===== config.mk =====
export PLATFORM = sky130hd
export DESIGN_NAME = mc_datapath
export DESIGN_NICKNAME = d
export VERILOG_FILES = /design/src/rtl/mc_defs_pkg.sv /design/src/rtl/mc_alu.sv /design/src/rtl/mc_datapath.sv
export SDC_FILE = /design/constraint.sdc
export NUM_CORES = 1
export LEC_CHECK = 0
export CAP_MARGIN = 20
export CORE_MARGIN = 2
export CORE_UTILIZATION = 55
export DETAILED_ROUTE_END_ITERATION = 7
export PLACE_DENSITY = 0.81
export SKIP_LAST_GASP = 1
export SYNTH_ARGS = -nofsm -noshare
export SYNTH_HDL_FRONTEND = slang
export SYNTH_HIERARCHICAL = 1
export SYNTH_SLANG_ARGS = --single-unit

===== constraint.sdc =====
create_clock -name CLK -period 10.7 [get_ports CLK]
set_input_delay 2.14 -clock CLK [delete_from_list [all_inputs] [get_ports CLK]]
set_output_delay 2.14 -clock CLK [all_outputs]
set_load 0.05 [all_outputs]

===== src/rtl/mc_defs_pkg.sv =====
// Shared opcode/state encodings and instruction-field positions for the multi-cycle datapath.
// Field positions that depend on RAW are derived with ra_lsb().
package mc_defs_pkg;

  typedef enum logic [3:0] {
    OP_ADD   = 4'd0,
    OP_SUB   = 4'd1,
    OP_AND   = 4'd2,
    OP_OR    = 4'd3,
    OP_XOR   = 4'd4,
    OP_SHIFT = 4'd5,
    OP_ADDI  = 4'd6,
    OP_LW    = 4'd7,
    OP_SW    = 4'd8,
    OP_BZ    = 4'd9,
    OP_BNZ   = 4'd10,
    OP_JMP   = 4'd11,
    OP_MOV   = 4'd12,
    OP_NOP13 = 4'd13,
    OP_NOP14 = 4'd14,
    OP_HALT  = 4'd15
  } op_t;

  typedef enum logic [1:0] {
    ST_FETCH = 2'd0,
    ST_EXEC  = 2'd1,
    ST_MEM   = 2'd2,
    ST_HALT  = 2'd3
  } state_t;

  localparam int OP_W      = 4;
  localparam int FUNCT_BIT = 0;
  localparam int RB_LSB    = 1;

  function automatic int ra_lsb(input int raw);
    return RB_LSB + raw;
  endfunction

endpackage


===== src/rtl/mc_alu.sv =====
// Combinational ALU for opcodes 0-6; zero latency, no handshake.
// Logic ops clear carry; SHIFT rotates one bit through carry.
module mc_alu
  import mc_defs_pkg::*;
#(
  parameter int DW = 8
) (
  input  logic [DW-1:0] a,
  input  logic [DW-1:0] b,
  input  logic [3:0]    op,
  input  logic          funct,
  input  logic          c_in,
  output logic [DW-1:0] y,
  output logic          c_out,
  output logic          z
);

  logic [DW:0] sum;

  always_comb begin
    sum   = '0;
    y     = '0;
    c_out = 1'b0;
    case (op_t'(op))
      OP_ADD: begin
        sum   = {1'b0, a} + {1'b0, b} + (DW+1)'(funct & c_in);
        y     = sum[DW-1:0];
        c_out = sum[DW];
      end
      // Carry out of a + ~b + 1 is the no-borrow flag; SBC feeds C in place of the 1.
      OP_SUB: begin
        sum   = {1'b0, a} + {1'b0, ~b} + (DW+1)'(funct ? c_in : 1'b1);
        y     = sum[DW-1:0];
        c_out = sum[DW];
      end
      OP_AND: y = a & b;
      OP_OR:  y = a | b;
      OP_XOR: y = a ^ b;
      OP_SHIFT: begin
        if (funct) begin
          y     = {c_in, a[DW-1:1]};
          c_out = a[0];
        end else begin
          y     = {a[DW-2:0], c_in};
          c_out = a[DW-1];
        end
      end
      OP_ADDI: begin
        sum   = {1'b0, a} + {1'b0, b};
        y     = sum[DW-1:0];
        c_out = sum[DW];
      end
      default: ;
    endcase
  end

  assign z = (y == '0);

endmodule


===== src/rtl/mc_datapath.sv =====
// Multi-cycle datapath: FETCH/EXEC(/MEM) FSM, CPI 2 for ALU/branch, 3 + wait for memory; stalls in MEM until dmem_ack.
// MC_DATAPATH_PERF_EN adds saturating cyc_cnt/ret_cnt outputs.
module mc_datapath
  import mc_defs_pkg::*;
#(
  parameter  int DW         = 8,
  parameter  int RAW        = 2,
  parameter  int PCW        = 16,
  parameter  int ABS_STRIDE = 4,
  localparam int IW         = 5 + 2*RAW
) (
  input  logic           CLK,
  input  logic           START,
  output logic [PCW-1:0] instr_addr,
  input  logic [IW-1:0]  instr_data,
  output logic           dmem_req,
  output logic           dmem_we,
  output logic [DW-1:0]  dmem_addr,
  output logic [DW-1:0]  dmem_wdata,
  input  logic [DW-1:0]  dmem_rdata,
  input  logic           dmem_ack,
  output logic           DONE,
`ifdef MC_DATAPATH_PERF_EN
  output logic [31:0]    cyc_cnt,
  output logic [31:0]    ret_cnt,
`endif
  output logic [3:0]     opcode
);

  localparam int NREG   = 2**RAW;
  localparam int RA_LSB = ra_lsb(RAW);
  localparam int IMMB_W = 2*RAW + 1;
  localparam int IMMI_W = RAW + 1;

  state_t          state_q, state_d;
  logic [PCW-1:0]  pc_q, pc_d;
  logic [IW-1:0]   ir_q, ir_d;
  logic            z_q, z_d, c_q, c_d;
  logic [DW-1:0]   rf_q [NREG];
  logic            rf_we;
  logic [DW-1:0]   rf_wd;

  op_t             op;
  logic [RAW-1:0]  ra, rb;
  logic            funct;
  logic [IMMB_W-1:0] imm_b;
  logic [IMMI_W-1:0] imm_i;
  logic [DW-1:0]   alu_b, alu_y;
  logic            alu_c, alu_z;
  logic [PCW-1:0]  pc_inc, br_tgt, jmp_tgt;

  assign op    = op_t'(ir_q[IW-1 -: OP_W]);
  assign ra    = ir_q[RA_LSB +: RAW];
  assign rb    = ir_q[RB_LSB +: RAW];
  assign funct = ir_q[FUNCT_BIT];
  assign imm_b = ir_q[IMMB_W-1:0];
  assign imm_i = ir_q[IMMI_W-1:0];

  assign alu_b   = (op == OP_ADDI) ? DW'(imm_i) : rf_q[rb];
  assign pc_inc  = pc_q + PCW'(1);
  // Size cast of the signed immediate sign-extends (or truncates) to PCW before the modular add.
  assign br_tgt  = pc_q + PCW'($signed(imm_b));
  assign jmp_tgt = PCW'(32'(imm_b) * ABS_STRIDE);

  mc_alu #(.DW(DW)) u_alu (
    .a     (rf_q[ra]),
    .b     (alu_b),
    .op    (ir_q[IW-1 -: OP_W]),
    .funct (funct),
    .c_in  (c_q),
    .y     (alu_y),
    .c_out (alu_c),
    .z     (alu_z)
  );

  always_comb begin
    state_d = state_q;
    pc_d    = pc_q;
    ir_d    = ir_q;
    z_d     = z_q;
    c_d     = c_q;
    rf_we   = 1'b0;
    rf_wd   = alu_y;
    case (state_q)
      ST_FETCH: begin
        ir_d    = instr_data;
        state_d = ST_EXEC;
      end
      ST_EXEC: begin
        state_d = ST_FETCH;
        pc_d    = pc_inc;
        case (op)
          OP_ADD, OP_SUB, OP_AND, OP_OR, OP_XOR, OP_SHIFT, OP_ADDI: begin
            rf_we = 1'b1;
            z_d   = alu_z;
            c_d   = alu_c;
          end
          OP_LW, OP_SW: begin
            state_d = ST_MEM;
            pc_d    = pc_q;
          end
          OP_BZ:   if (z_q)  pc_d = br_tgt;
          OP_BNZ:  if (!z_q) pc_d = br_tgt;
          OP_JMP:  pc_d = jmp_tgt;
          OP_MOV: begin
            rf_we = 1'b1;
            rf_wd = rf_q[rb];
          end
          OP_HALT: begin
            state_d = ST_HALT;
            pc_d    = pc_q;
          end
          default: ;
        endcase
      end
      ST_MEM: begin
        if (dmem_ack) begin
          state_d = ST_FETCH;
          pc_d    = pc_inc;
          if (op == OP_LW) begin
            rf_we = 1'b1;
            rf_wd = dmem_rdata;
          end
        end
      end
      default: ;
    endcase
  end

  always_ff @(posedge CLK) begin
    if (START) begin
      state_q <= ST_FETCH;
      pc_q    <= '0;
      ir_q    <= '0;
      z_q     <= 1'b0;
      c_q     <= 1'b0;
      for (int i = 0; i < NREG; i++) rf_q[i] <= '0;
    end else begin
      state_q <= state_d;
      pc_q    <= pc_d;
      ir_q    <= ir_d;
      z_q     <= z_d;
      c_q     <= c_d;
      if (rf_we) rf_q[ra] <= rf_wd;
    end
  end

  // Address and data come straight from the register file, which cannot change while in MEM.
  assign instr_addr = pc_q;
  assign dmem_req   = (state_q == ST_MEM);
  assign dmem_we    = dmem_req && (op == OP_SW);
  assign dmem_addr  = rf_q[rb];
  assign dmem_wdata = rf_q[ra];
  assign DONE       = (state_q == ST_HALT);
  assign opcode     = ir_q[IW-1 -: OP_W];

`ifdef MC_DATAPATH_PERF_EN
  logic [31:0] cyc_q, ret_q;
  logic        retire;

  assign retire = (((state_q == ST_EXEC) || (state_q == ST_MEM)) && (state_d == ST_FETCH))
               || ((state_q == ST_EXEC) && (state_d == ST_HALT));

  always_ff @(posedge CLK) begin
    if (START) begin
      cyc_q <= '0;
      ret_q <= '0;
    end else begin
      if ((state_q != ST_HALT) && !(&cyc_q)) cyc_q <= cyc_q + 32'd1;
      if (retire && !(&ret_q))                ret_q <= ret_q + 32'd1;
    end
  end

  assign cyc_cnt = cyc_q;
  assign ret_cnt = ret_q;
`endif

endmodule


==> report_table.html, run 1 <==
<table>
<tr><th>Metric</th><th>Value</th></tr>
<tr><th colspan="2">Status</th></tr>
<tr><td>Status</td><td>finished, violations left</td></tr>
<tr><td>Violated checks</td><td>DRC</td></tr>
<tr><th colspan="2">Power</th></tr>
<tr><td>Part of the total power dissipated in the clock network</td><td>28.2%</td></tr>
<tr><td>Part of the power in combinational logic</td><td>37.0%</td></tr>
<tr><td>Switching fraction of total power</td><td>37.20%</td></tr>
<tr><td>Psw</td><td>0.0003143 W</td></tr>
<tr><td>Worst IR Drop VDD</td><td>0.06104 mV</td></tr>
<tr><td>Post-layout total power</td><td>0.0008450 W</td></tr>
<tr><td>Flop pwr share</td><td>34.7%</td></tr>
<tr><td>Power Density</td><td>124.8 mW/mm²</td></tr>
<tr><td>Internal power component</td><td>0.0005307 W</td></tr>
<tr><td>Leak</td><td>2.526 nW</td></tr>
<tr><th colspan="2">Yosys</th></tr>
<tr><td>Mapped cell area</td><td>0.005958 mm²</td></tr>
<tr><td>Biggest area contributors in the synthesized netlist</td><td>sky130_fd_sc_hd__edfxtp_1 16%, sky130_fd_sc_hd__dfxtp_1 11%, sky130_fd_sc_hd__ha_1 9.7%</td></tr>
<tr><td>Part of the Yosys area used for sequential elements</td><td>27.22%</td></tr>
<tr><td>Top_reg_cell synth</td><td>sky130_fd_sc_hd__dfxtp_1</td></tr>
<tr><td>Top-area cell type share of the netlist area</td><td>16.13%</td></tr>
<tr><td>Count of cell types in the netlist</td><td>78</td></tr>
<tr><td>Most common library cells after synthesis</td><td>85 x sky130_fd_sc_hd__nor2_1, 46 x sky130_fd_sc_hd__ha_1, 43 x sky130_fd_sc_hd__a21oi_1, 43 x sky130_fd_sc_hd__inv_1, 40 x sky130_fd_sc_hd__nand2_1</td></tr>
<tr><td>Number of flops mapped to enable cells by yosys</td><td>32</td></tr>
<tr><td>Post-Synthesis Cells</td><td>671</td></tr>
<tr><td>Nets in the synthesized netlist</td><td>741</td></tr>
<tr><td>Avg Synthesized Cell Area</td><td>8.880 µm²</td></tr>
<tr><td>Yosys Warn Count</td><td>6</td></tr>
<tr><td>Flops &amp; latches, synth</td><td>65</td></tr>
<tr><td>Async SR Flop Fraction</td><td>0%</td></tr>
<tr><td>Synth area leader</td><td>sky130_fd_sc_hd__edfxtp_1</td></tr>
<tr><td>Most instantiated library cell after synthesis</td><td>sky130_fd_sc_hd__nor2_1</td></tr>
<tr><th colspan="2">Setup path</th></tr>
<tr><td>Type of the setup path with the least slack</td><td>flop to flop</td></tr>
<tr><td>Critical Path Start Type</td><td>flop</td></tr>
<tr><td>Slack of the worst reg-to-reg path</td><td>5.41 ns</td></tr>
<tr><td>Required time worst endpoint</td><td>10.78 ns</td></tr>
<tr><td>Max stage delay on crit path</td><td>0.83 ns</td></tr>
<tr><td>Cells along the critical path</td><td>nand2_1, nor3_1, mux2_2, inv_1, ha_1, and3_2, a221o_1, o41ai_2, xnor2_1, xor2_1, o21ai_2, a222oi_1, nor2_1</td></tr>
<tr><td>Element type at the critical path end</td><td>flop</td></tr>
<tr><td>Number of cells on the worst reg-to-reg path</td><td>13</td></tr>
<tr><td>Capturing point of the worst reg2reg path</td><td>rf_q[2][7]$_SDFFCE_PN0P_</td></tr>
<tr><td>Crit Path Max Fanout</td><td>22</td></tr>
<tr><td>Source of the worst register-to-register timing path</td><td>ir_q[6]$_SDFFE_PP0N_</td></tr>
<tr><td>Data arrival time at the worst-slack endpoint</td><td>5.37 ns</td></tr>
<tr><td>Crit-path slowest cell</td><td>sky130_fd_sc_hd__dfxtp_1</td></tr>
<tr><th colspan="2">Timing</th></tr>
<tr><td>Period utilization</td><td>49.42%</td></tr>
<tr><td>Skew final</td><td>0.009117 ns</td></tr>
<tr><td>Peak clock frequency supported by timing</td><td>189.1 MHz</td></tr>
<tr><td>Setup violations, final</td><td>0</td></tr>
<tr><td>Final slew viol count</td><td>0</td></tr>
<tr><td>Worst Tran Pin Value</td><td>1.045 ns</td></tr>
<tr><td>Setup repair after global routing missed its margin</td><td>false</td></tr>
<tr><td>Sum Neg Setup Slack</td><td>0 ns</td></tr>
<tr><td>Clock period minus worst slack</td><td>5.288 ns</td></tr>
<tr><td>Worst rel slew slack</td><td>29.78%</td></tr>
<tr><td>Number of hold violations in the final report</td><td>0</td></tr>
<tr><td>Setup slack after layout</td><td>5.412 ns</td></tr>
<tr><th colspan="2">Placement</th></tr>
<tr><td>Count of buffers from port buffering</td><td>58</td></tr>
<tr><td>Worst setup slack after placement</td><td>5.536 ns</td></tr>
<tr><td>GPL Wtd Cong</td><td>1.045</td></tr>
<tr><td>Placed wire-length estimate after detailed placement</td><td>12880 µm</td></tr>
<tr><th colspan="2">Global route</th></tr>
<tr><td>First-pass GRT wire length</td><td>27050 µm</td></tr>
<tr><td>Overall overflow remaining after global route</td><td>0</td></tr>
<tr><td>Pin count of the biggest net entering global routing</td><td>34</td></tr>
<tr><td>Via count of the first global-routing pass</td><td>5326</td></tr>
<tr><td>Global-route usage over all layers</td><td>29.54%</td></tr>
<tr><td>Number of antenna violations at the first check in global routing</td><td>0</td></tr>
<tr><th colspan="2">Clocking</th></tr>
<tr><td>Post CTS Setup Buffer Count</td><td>0</td></tr>
<tr><td>TritonCTS clock tree</td><td>yes</td></tr>
<tr><td>Post-cts resize count</td><td>0</td></tr>
<tr><td>Num CTS Buffers</td><td>9</td></tr>
<tr><td>Maximum level of the CTS H-tree</td><td>3</td></tr>
<tr><td>Sink Count</td><td>65</td></tr>
<tr><td>Clock latency of the later-clocked register in the worst-skew pair</td><td>0.35 ns</td></tr>
<tr><td>Max Buffers Root-to-Sink</td><td>2</td></tr>
<tr><td>Root Buffer Master</td><td>sky130_fd_sc_hd__clkbuf_8</td></tr>
<tr><td>Clock transition time at the flip-flop clock pins of the worst setup and hold paths</td><td>0.08 ns</td></tr>
<tr><td>Number of hold buffers added after CTS</td><td>0</td></tr>
<tr><th colspan="2">Die</th></tr>
<tr><td>Core region area</td><td>0.01070 mm²</td></tr>
<tr><td>Starting density of the core</td><td>55.70%</td></tr>
<tr><td>Num rows</td><td>38</td></tr>
<tr><td>Number of top-level pins</td><td>59</td></tr>
<tr><td>Y dimension of the die</td><td>108.1 µm</td></tr>
<tr><td>Die Footprint</td><td>0.01168 mm²</td></tr>
<tr><td>Chip Width</td><td>108.1 µm</td></tr>
<tr><th colspan="2">Finish</th></tr>
<tr><td>Number of nets in the final layout</td><td>778</td></tr>
<tr><td>Antenna diode count</td><td>0</td></tr>
<tr><td>Area Growth Syn to Fin</td><td>13.63%</td></tr>
<tr><td>Total of fill cells in the finished design</td><td>861</td></tr>
<tr><td>Share of cells above drive strength 1</td><td>8.696%</td></tr>
<tr><th colspan="2">Route</th></tr>
<tr><td>Routed wire per std cell</td><td>20.01 µm</td></tr>
<tr><td>Post-route DRC</td><td>2</td></tr>
<tr><td>Routed vias</td><td>5644</td></tr>
<tr><td>Router iterations before antenna repair</td><td>8</td></tr>
<tr><td>DRC violation total after the first TritonRoute iteration</td><td>411</td></tr>
<tr><td>Via density</td><td>6.617</td></tr>
<tr><td>Routed wire length</td><td>17070 µm</td></tr>
<tr><td>Antenna viol nets, final</td><td>0</td></tr>
<tr><th colspan="2">Worst hold path</th></tr>
<tr><td>Worst min-delay path startpoint</td><td>state_q[1]$_SDFFE_PP0P_</td></tr>
<tr><td>Hold-critical path depth</td><td>2</td></tr>
<tr><td>End point of the worst hold path</td><td>state_q[1]$_SDFFE_PP0P_</td></tr>
<tr><td>Class of the worst hold path</td><td>flop to flop</td></tr>
<tr><th colspan="2">Flow run</th></tr>
<tr><td>Max_cap viols</td><td>0</td></tr>
</table>
## cell usage in the layout, fill, tap and decap left out, types with 13 or more instances in the layout
| master | synthesis | final |
|---|---|---|
| sky130_fd_sc_hd__clkdlybuf4s50_1 | 0 | 58 |
| sky130_fd_sc_hd__xnor2_1 | 19 | 19 |
| sky130_fd_sc_hd__mux2i_1 | 22 | 22 |
| sky130_fd_sc_hd__o21ai_0 | 32 | 32 |
| sky130_fd_sc_hd__xor2_1 | 13 | 13 |
| sky130_fd_sc_hd__nand2_1 | 40 | 40 |
| sky130_fd_sc_hd__dfxtp_1 | 33 | 33 |
| sky130_fd_sc_hd__mux4_2 | 16 | 16 |
| sky130_fd_sc_hd__ha_1 | 46 | 46 |
| sky130_fd_sc_hd__inv_1 | 43 | 43 |
| sky130_fd_sc_hd__o22ai_1 | 16 | 16 |
| sky130_fd_sc_hd__edfxtp_1 | 32 | 32 |
| sky130_fd_sc_hd__nor2_1 | 85 | 85 |
| sky130_fd_sc_hd__a21oi_1 | 43 | 43 |
## cell type report
type / instances / area [µm²] / area share, %
Sequential cell: 65 / 1622 / 23.95
Clock inverter: 5 / 80.08 / 1.183
Multi-Input combinational cell: 527 / 3976 / 58.73
Inverter: 43 / 161.4 / 2.384
Timing Repair Buffer: 62 / 614.3 / 9.074
Clock buffer: 11 / 141.4 / 2.088
Tap cell: 140 / 175.2 / 2.587
## state kept, by name, indices dropped and copies added (netlist names), named ones only
name and flops:
ir_q 9, z_q 1, state_q 2, c_q 1, instr_addr 16, rf_q 32
## critical path, delay by kind of cell (launching register included)
family | cells | cell delay (ns)
and+or+nand+nor | 4 | 1.35
xor gates and xnor gates | 2 | 0.44
muxes | 1 | 0.43
DFF | 1 | 0.83
buffers and inverters | 1 | 0.08
adders and majority gates | 1 | 0.40
AOI/OAI and AO/OA | 4 | 1.47
## power groups by stage
| stage | clock network (W) | registers (W) | logic, W |
|---|---|---|---|
| floorplan | 0 | 0.000292 | 0.000232 |
| global placement | 0 | 0.000297 | 0.000300 |
| detailed placement | 0 | 0.000299 | 0.000305 |
| CTS | 0.000239 | 0.000293 | 0.000306 |
| global route | 0.000250 | 0.000296 | 0.000335 |
| finish | 0.000239 | 0.000294 | 0.000313 |
## worst max path at each step
stage                              start  slack [ns]                        to
floorplan           ir_q[6]$_SDFFE_PP0N_        6.44  rf_q[2][7]$_SDFFCE_PN0P_
global placement    ir_q[6]$_SDFFE_PP0N_        5.72  rf_q[2][7]$_SDFFCE_PN0P_
detailed placement  ir_q[6]$_SDFFE_PP0N_        5.54  rf_q[2][7]$_SDFFCE_PN0P_
CTS                 ir_q[6]$_SDFFE_PP0N_        5.50  rf_q[2][7]$_SDFFCE_PN0P_
global route        ir_q[6]$_SDFFE_PP0N_        5.16  rf_q[2][7]$_SDFFCE_PN0P_
finish              ir_q[6]$_SDFFE_PP0N_        5.41  rf_q[2][7]$_SDFFCE_PN0P_
## per-stage QoR
step           hold slack [ns]  std cells  util, %  cell area (µm²)
6_report                0.5232        853    63.29             6770
5_1_grt                 0.5392        853    63.29             6770
4_1_cts                 0.5146        852    63.18             6759
3_5_place_dp            0.5039        836    61.11             6538
3_3_place_gp            0.4887        836    61.11             6538
2_1_floorplan           0.4785        671        -             5958
## routing by layer
| layer | global-route usage [%] | wire, µm |
|---|---|---|
| met4 | 11.26 | 488 |
| met1 | 38.09 | 6692 |
| met3 | 5.244 | 1583 |
| met5 | 0 | 0 |
| met2 | 49.51 | 8304 |
## cell families after synthesis
kind of cell,after synthesis,synth area share [%]
mux,42,10.50
simple gates,227,20.16
fa+ha+maj,50,11.00
buf+inv,79,6.132
xor+xnor,33,5.082
flops,65,27.22
compound gates,175,19.91
(Power assumes the default switching activity.)
==> inputs of run 2 (changes only) <==
CORE_UTILIZATION = 53   (was 55)
PLACE_DENSITY = 0.82   (was 0.81)
clock period = 4.79 ns   (was 10.7 ns; I/O delays follow)
==> run 2 against run 1 <==
The flow now finishes without violations; total power up 120%; utilization shrank 0.82 points; global-route usage shrank 0.83 points; combinational power up 130%; clock power is 100% higher; critical path depth rose by 2; hold slack better by 0.00054 ns; worst setup slack got worse by 5.2 ns; non-clock buffer count grew 7; critical path type unchanged.
==> report_table.html, run 2 (synthesis gave the netlist of run 1 again) <==
<table>
<tr><th>Metric</th><th>Value</th></tr>
<tr><th colspan="2">Route</th></tr>
<tr><td>Routed wire length</td><td>16700 µm (-2.1%)</td></tr>
<tr><td>Via density</td><td>6.455 (-2.4%)</td></tr>
<tr><td>Router iterations before antenna repair</td><td>6 (-2)</td></tr>
<tr><td>Routed wire per std cell</td><td>19.42 µm (-2.9%)</td></tr>
<tr><td>Routed vias</td><td>5551 (-1.6%)</td></tr>
<tr><td>DRC violation total after the first TritonRoute iteration</td><td>440 (+7.1%)</td></tr>
<tr><td>Antenna viol nets, final</td><td>0 (unchanged)</td></tr>
<tr><td>Post-route DRC</td><td>0 (-2)</td></tr>
<tr><th colspan="2">Power</th></tr>
<tr><td>Power Density</td><td>270.2 mW/mm² (+120%)</td></tr>
<tr><td>Worst IR Drop VDD</td><td>0.1201 mV (+97%)</td></tr>
<tr><td>Leak</td><td>2.556 nW (+1.2%)</td></tr>
<tr><td>Post-layout total power</td><td>0.001838 W (+120%)</td></tr>
<tr><th colspan="2">Finish</th></tr>
<tr><td>Number of nets in the final layout</td><td>785 (+0.90%)</td></tr>
<tr><td>Post-route cell area</td><td>0.006802 mm² (+0.46%)</td></tr>
<tr><td>Most used cells in the layout excluding fill and tap cells</td><td>85 x sky130_fd_sc_hd__nor2_1, 58 x sky130_fd_sc_hd__clkdlybuf4s50_1, 46 x sky130_fd_sc_hd__ha_1</td></tr>
<tr><td>Antenna diode count</td><td>0 (unchanged)</td></tr>
<tr><td>Max reg flops</td><td>32 (unchanged)</td></tr>
<tr><td>Non-filler cells in the finished layout</td><td>860 (+0.82%)</td></tr>
<tr><td>Commonest non-fill, non-tap cell in the layout</td><td>sky130_fd_sc_hd__nor2_1</td></tr>
<tr><td>Share of cells above drive strength 1</td><td>9.722% (+1.0 points)</td></tr>
<tr><td>Largest Register</td><td>rf_q</td></tr>
<tr><td>Area Growth Syn to Fin</td><td>14.15%</td></tr>
<tr><th colspan="2">Placement</th></tr>
<tr><td>Worst setup slack after placement</td><td>0.3116 ns (-5.224 ns)</td></tr>
<tr><td>Cell count after placement</td><td>844 (+0.96%)</td></tr>
<tr><td>Placed wire-length estimate after detailed placement</td><td>12780 µm (-0.79%)</td></tr>
<tr><td>GPL Wtd Cong</td><td>0.9363 (-10%)</td></tr>
<tr><td>Count of buffers from port buffering</td><td>58 (unchanged)</td></tr>
<tr><td>Placed Instance Area</td><td>0.006598 mm² (+0.92%)</td></tr>
<tr><th colspan="2">Setup path</th></tr>
<tr><td>Crit Path Max Fanout</td><td>8 (-64%)</td></tr>
<tr><td>Number of cells on the worst reg-to-reg path</td><td>15 (+2)</td></tr>
<tr><td>Capturing point of the worst reg2reg path</td><td>z_q$_SDFFE_PP0P_</td></tr>
<tr><td>Type of the setup path with the least slack</td><td>flop to flop</td></tr>
<tr><td>Required time worst endpoint</td><td>5.09 ns (-5.69 ns)</td></tr>
<tr><td>Critical Path Start Type</td><td>flop</td></tr>
<tr><td>Element type at the critical path end</td><td>flop</td></tr>
<tr><td>Data arrival time at the worst-slack endpoint</td><td>4.87 ns (-0.50 ns)</td></tr>
<tr><td>Slack of the worst reg-to-reg path</td><td>0.22 ns (-5.19 ns)</td></tr>
<tr><th colspan="2">Global route</th></tr>
<tr><td>Pin count of the biggest net entering global routing</td><td>34 (unchanged)</td></tr>
<tr><td>Via count of the first global-routing pass</td><td>5274 (-0.98%)</td></tr>
<tr><td>Number of antenna violations at the first check in global routing</td><td>0 (unchanged)</td></tr>
<tr><td>First-pass GRT wire length</td><td>26810 µm (-0.87%)</td></tr>
<tr><td>Overall overflow remaining after global route</td><td>0 (unchanged)</td></tr>
<tr><td>Global-route usage over all layers</td><td>28.71% (-0.83 points)</td></tr>
<tr><th colspan="2">Worst hold path</th></tr>
<tr><td>End point of the worst hold path</td><td>state_q[1]$_SDFFE_PP0P_</td></tr>
<tr><td>Worst min-delay path startpoint</td><td>state_q[1]$_SDFFE_PP0P_</td></tr>
<tr><td>Class of the worst hold path</td><td>flop to flop</td></tr>
<tr><td>Hold-critical path depth</td><td>2 (unchanged)</td></tr>
<tr><th colspan="2">Timing</th></tr>
<tr><td>Worst Tran Pin Value</td><td>0.9739 ns (-0.07130 ns)</td></tr>
<tr><td>Worst rel slew slack</td><td>35.07% (+5.3 points)</td></tr>
<tr><td>Setup repair after global routing missed its margin</td><td>false</td></tr>
<tr><td>Sum Neg Setup Slack</td><td>0 ns (unchanged)</td></tr>
<tr><td>Final slew viol count</td><td>0 (unchanged)</td></tr>
<tr><td>Skew final</td><td>0.008682 ns (-0.0004357 ns)</td></tr>
<tr><td>Period utilization</td><td>95.42% (+46 points)</td></tr>
<tr><td>Setup slack after layout</td><td>0.2193 ns (-5.193 ns)</td></tr>
<tr><td>Peak clock frequency supported by timing</td><td>218.8 MHz (+16%)</td></tr>
<tr><td>Setup violations, final</td><td>0 (unchanged)</td></tr>
<tr><td>Number of hold violations in the final report</td><td>0 (unchanged)</td></tr>
<tr><td>Clock period minus worst slack</td><td>4.571 ns (-0.7174 ns)</td></tr>
<tr><th colspan="2">Die</th></tr>
<tr><td>Chip Width</td><td>110.0 µm (+1.8%)</td></tr>
<tr><td>Core region area</td><td>0.01089 mm² (+1.8%)</td></tr>
<tr><td>Num rows</td><td>38 (unchanged)</td></tr>
<tr><td>Y dimension of the die</td><td>110.0 µm (+1.8%)</td></tr>
<tr><td>Die Footprint</td><td>0.01211 mm² (+3.6%)</td></tr>
<tr><td>Number of top-level pins</td><td>59 (unchanged)</td></tr>
<tr><td>Starting density of the core</td><td>54.72% (-0.97 points)</td></tr>
<tr><th colspan="2">Clocking</th></tr>
<tr><td>Max Buffers Root-to-Sink</td><td>2 (unchanged)</td></tr>
<tr><td>Sink Count</td><td>65 (unchanged)</td></tr>
<tr><td>Clock transition time at the flip-flop clock pins of the worst setup and hold paths</td><td>0.07 ns (about the same)</td></tr>
<tr><td>Maximum level of the CTS H-tree</td><td>3 (unchanged)</td></tr>
<tr><td>Number of hold buffers added after CTS</td><td>0 (unchanged)</td></tr>
<tr><td>Post CTS Setup Buffer Count</td><td>0 (unchanged)</td></tr>
<tr><td>Num CTS Buffers</td><td>9 (unchanged)</td></tr>
<tr><td>Post-cts resize count</td><td>0 (unchanged)</td></tr>
<tr><td>Clock latency of the later-clocked register in the worst-skew pair</td><td>0.36 ns (about the same)</td></tr>
<tr><td>TritonCTS clock tree</td><td>yes</td></tr>
<tr><td>Root Buffer Master</td><td>sky130_fd_sc_hd__clkbuf_8</td></tr>
<tr><th colspan="2">Status</th></tr>
<tr><td>Status</td><td>completed</td></tr>
<tr><th colspan="2">Flow run</th></tr>
<tr><td>Max_cap viols</td><td>0 (unchanged)</td></tr>
</table>
==> run 2: changes by cell type in the layout (fill, tap and decap cells not counted), sizes merged <==
cell      previous run  this run
clkinv               1         4
inv                 43        44
clkinvlp             2         1
clkbuf              11         9
bufinv               2         1
buf                  4        11
==> run 2: cell type report <==
cell class	count	area, µm²
Tap cell	140	175.2
Timing Repair Buffer	69	663.1
Fill cell	907	4086
Multi-Input combinational cell	527	3976
Clock buffer	9	123.9
Clock inverter	7	80.08
Inverter	43	161.4
Sequential cell	65	1622
==> run 2: worst max-delay path by stage <==
stage                               startpoint                        to  slack [ns]  cells after the start
after floorplan           ir_q[6]$_SDFFE_PP0N_  rf_q[2][7]$_SDFFCE_PN0P_        0.53                     14
after global placement                    flop          z_q$_SDFFE_PP0P_        0.40                     15
after detailed placement                  flop  rf_q[2][7]$_SDFFCE_PN0P_        0.31                     12
after CTS                                 flop          z_q$_SDFFE_PP0P_        0.28                     15
after global routing                      flop          z_q$_SDFFE_PP0P_        0.02                     16
final                                     flop          z_q$_SDFFE_PP0P_        0.22                     15
==> run 2: stage by stage <==
| stage | util (%) | hold WS [ns] |
|---|---|---|
| detailed placement | 60.60 | 0.5093 |
| finish | 62.47 | 0.5237 |
| global route | 62.47 | 0.5773 |
| floorplan | - | 0.4785 |
| global placement | 60.60 | 0.4923 |
| CTS | 62.47 | 0.5228 |
==> run 2: power by group <==
| group | total, W | internal [W] | leakage (nW) | switching [W] |
|---|---|---|---|---|
| Sequential | 0.000641 | 0.000608 | 0.601 | 0.0000332 |
| Clock | 0.000482 | 0.000245 | 0.101 | 0.000237 |
| Combinational | 0.000715 | 0.000276 | 1.85 | 0.000439 |
| Total | 0.00184 | 0.00113 | 2.56 | 0.000709 |
==> run 2: critical path, stage by stage (launching register included) <==
cell                       delay (ns)
sky130_fd_sc_hd__dfxtp_1         0.67
sky130_fd_sc_hd__mux4_2          0.61
sky130_fd_sc_hd__mux2_2          0.30
sky130_fd_sc_hd__ha_1            0.27
sky130_fd_sc_hd__inv_1           0.10
sky130_fd_sc_hd__fa_1            0.43
sky130_fd_sc_hd__inv_1           0.09
sky130_fd_sc_hd__ha_1            0.24
sky130_fd_sc_hd__nand2_1         0.08
sky130_fd_sc_hd__a21boi_0        0.10
sky130_fd_sc_hd__or4b_4          0.52
sky130_fd_sc_hd__nor2_1          0.13
sky130_fd_sc_hd__or4b_1          0.49
sky130_fd_sc_hd__nor4_2          0.27
sky130_fd_sc_hd__mux2i_1         0.13
sky130_fd_sc_hd__nor2_1          0.09
==> run 2: routing by layer <==
metal	global-route usage (%)	wire, µm
met4	13.65	608
met1	37.14	7087
met2	46.80	7938
met5	0	0
met3	4.762	1069
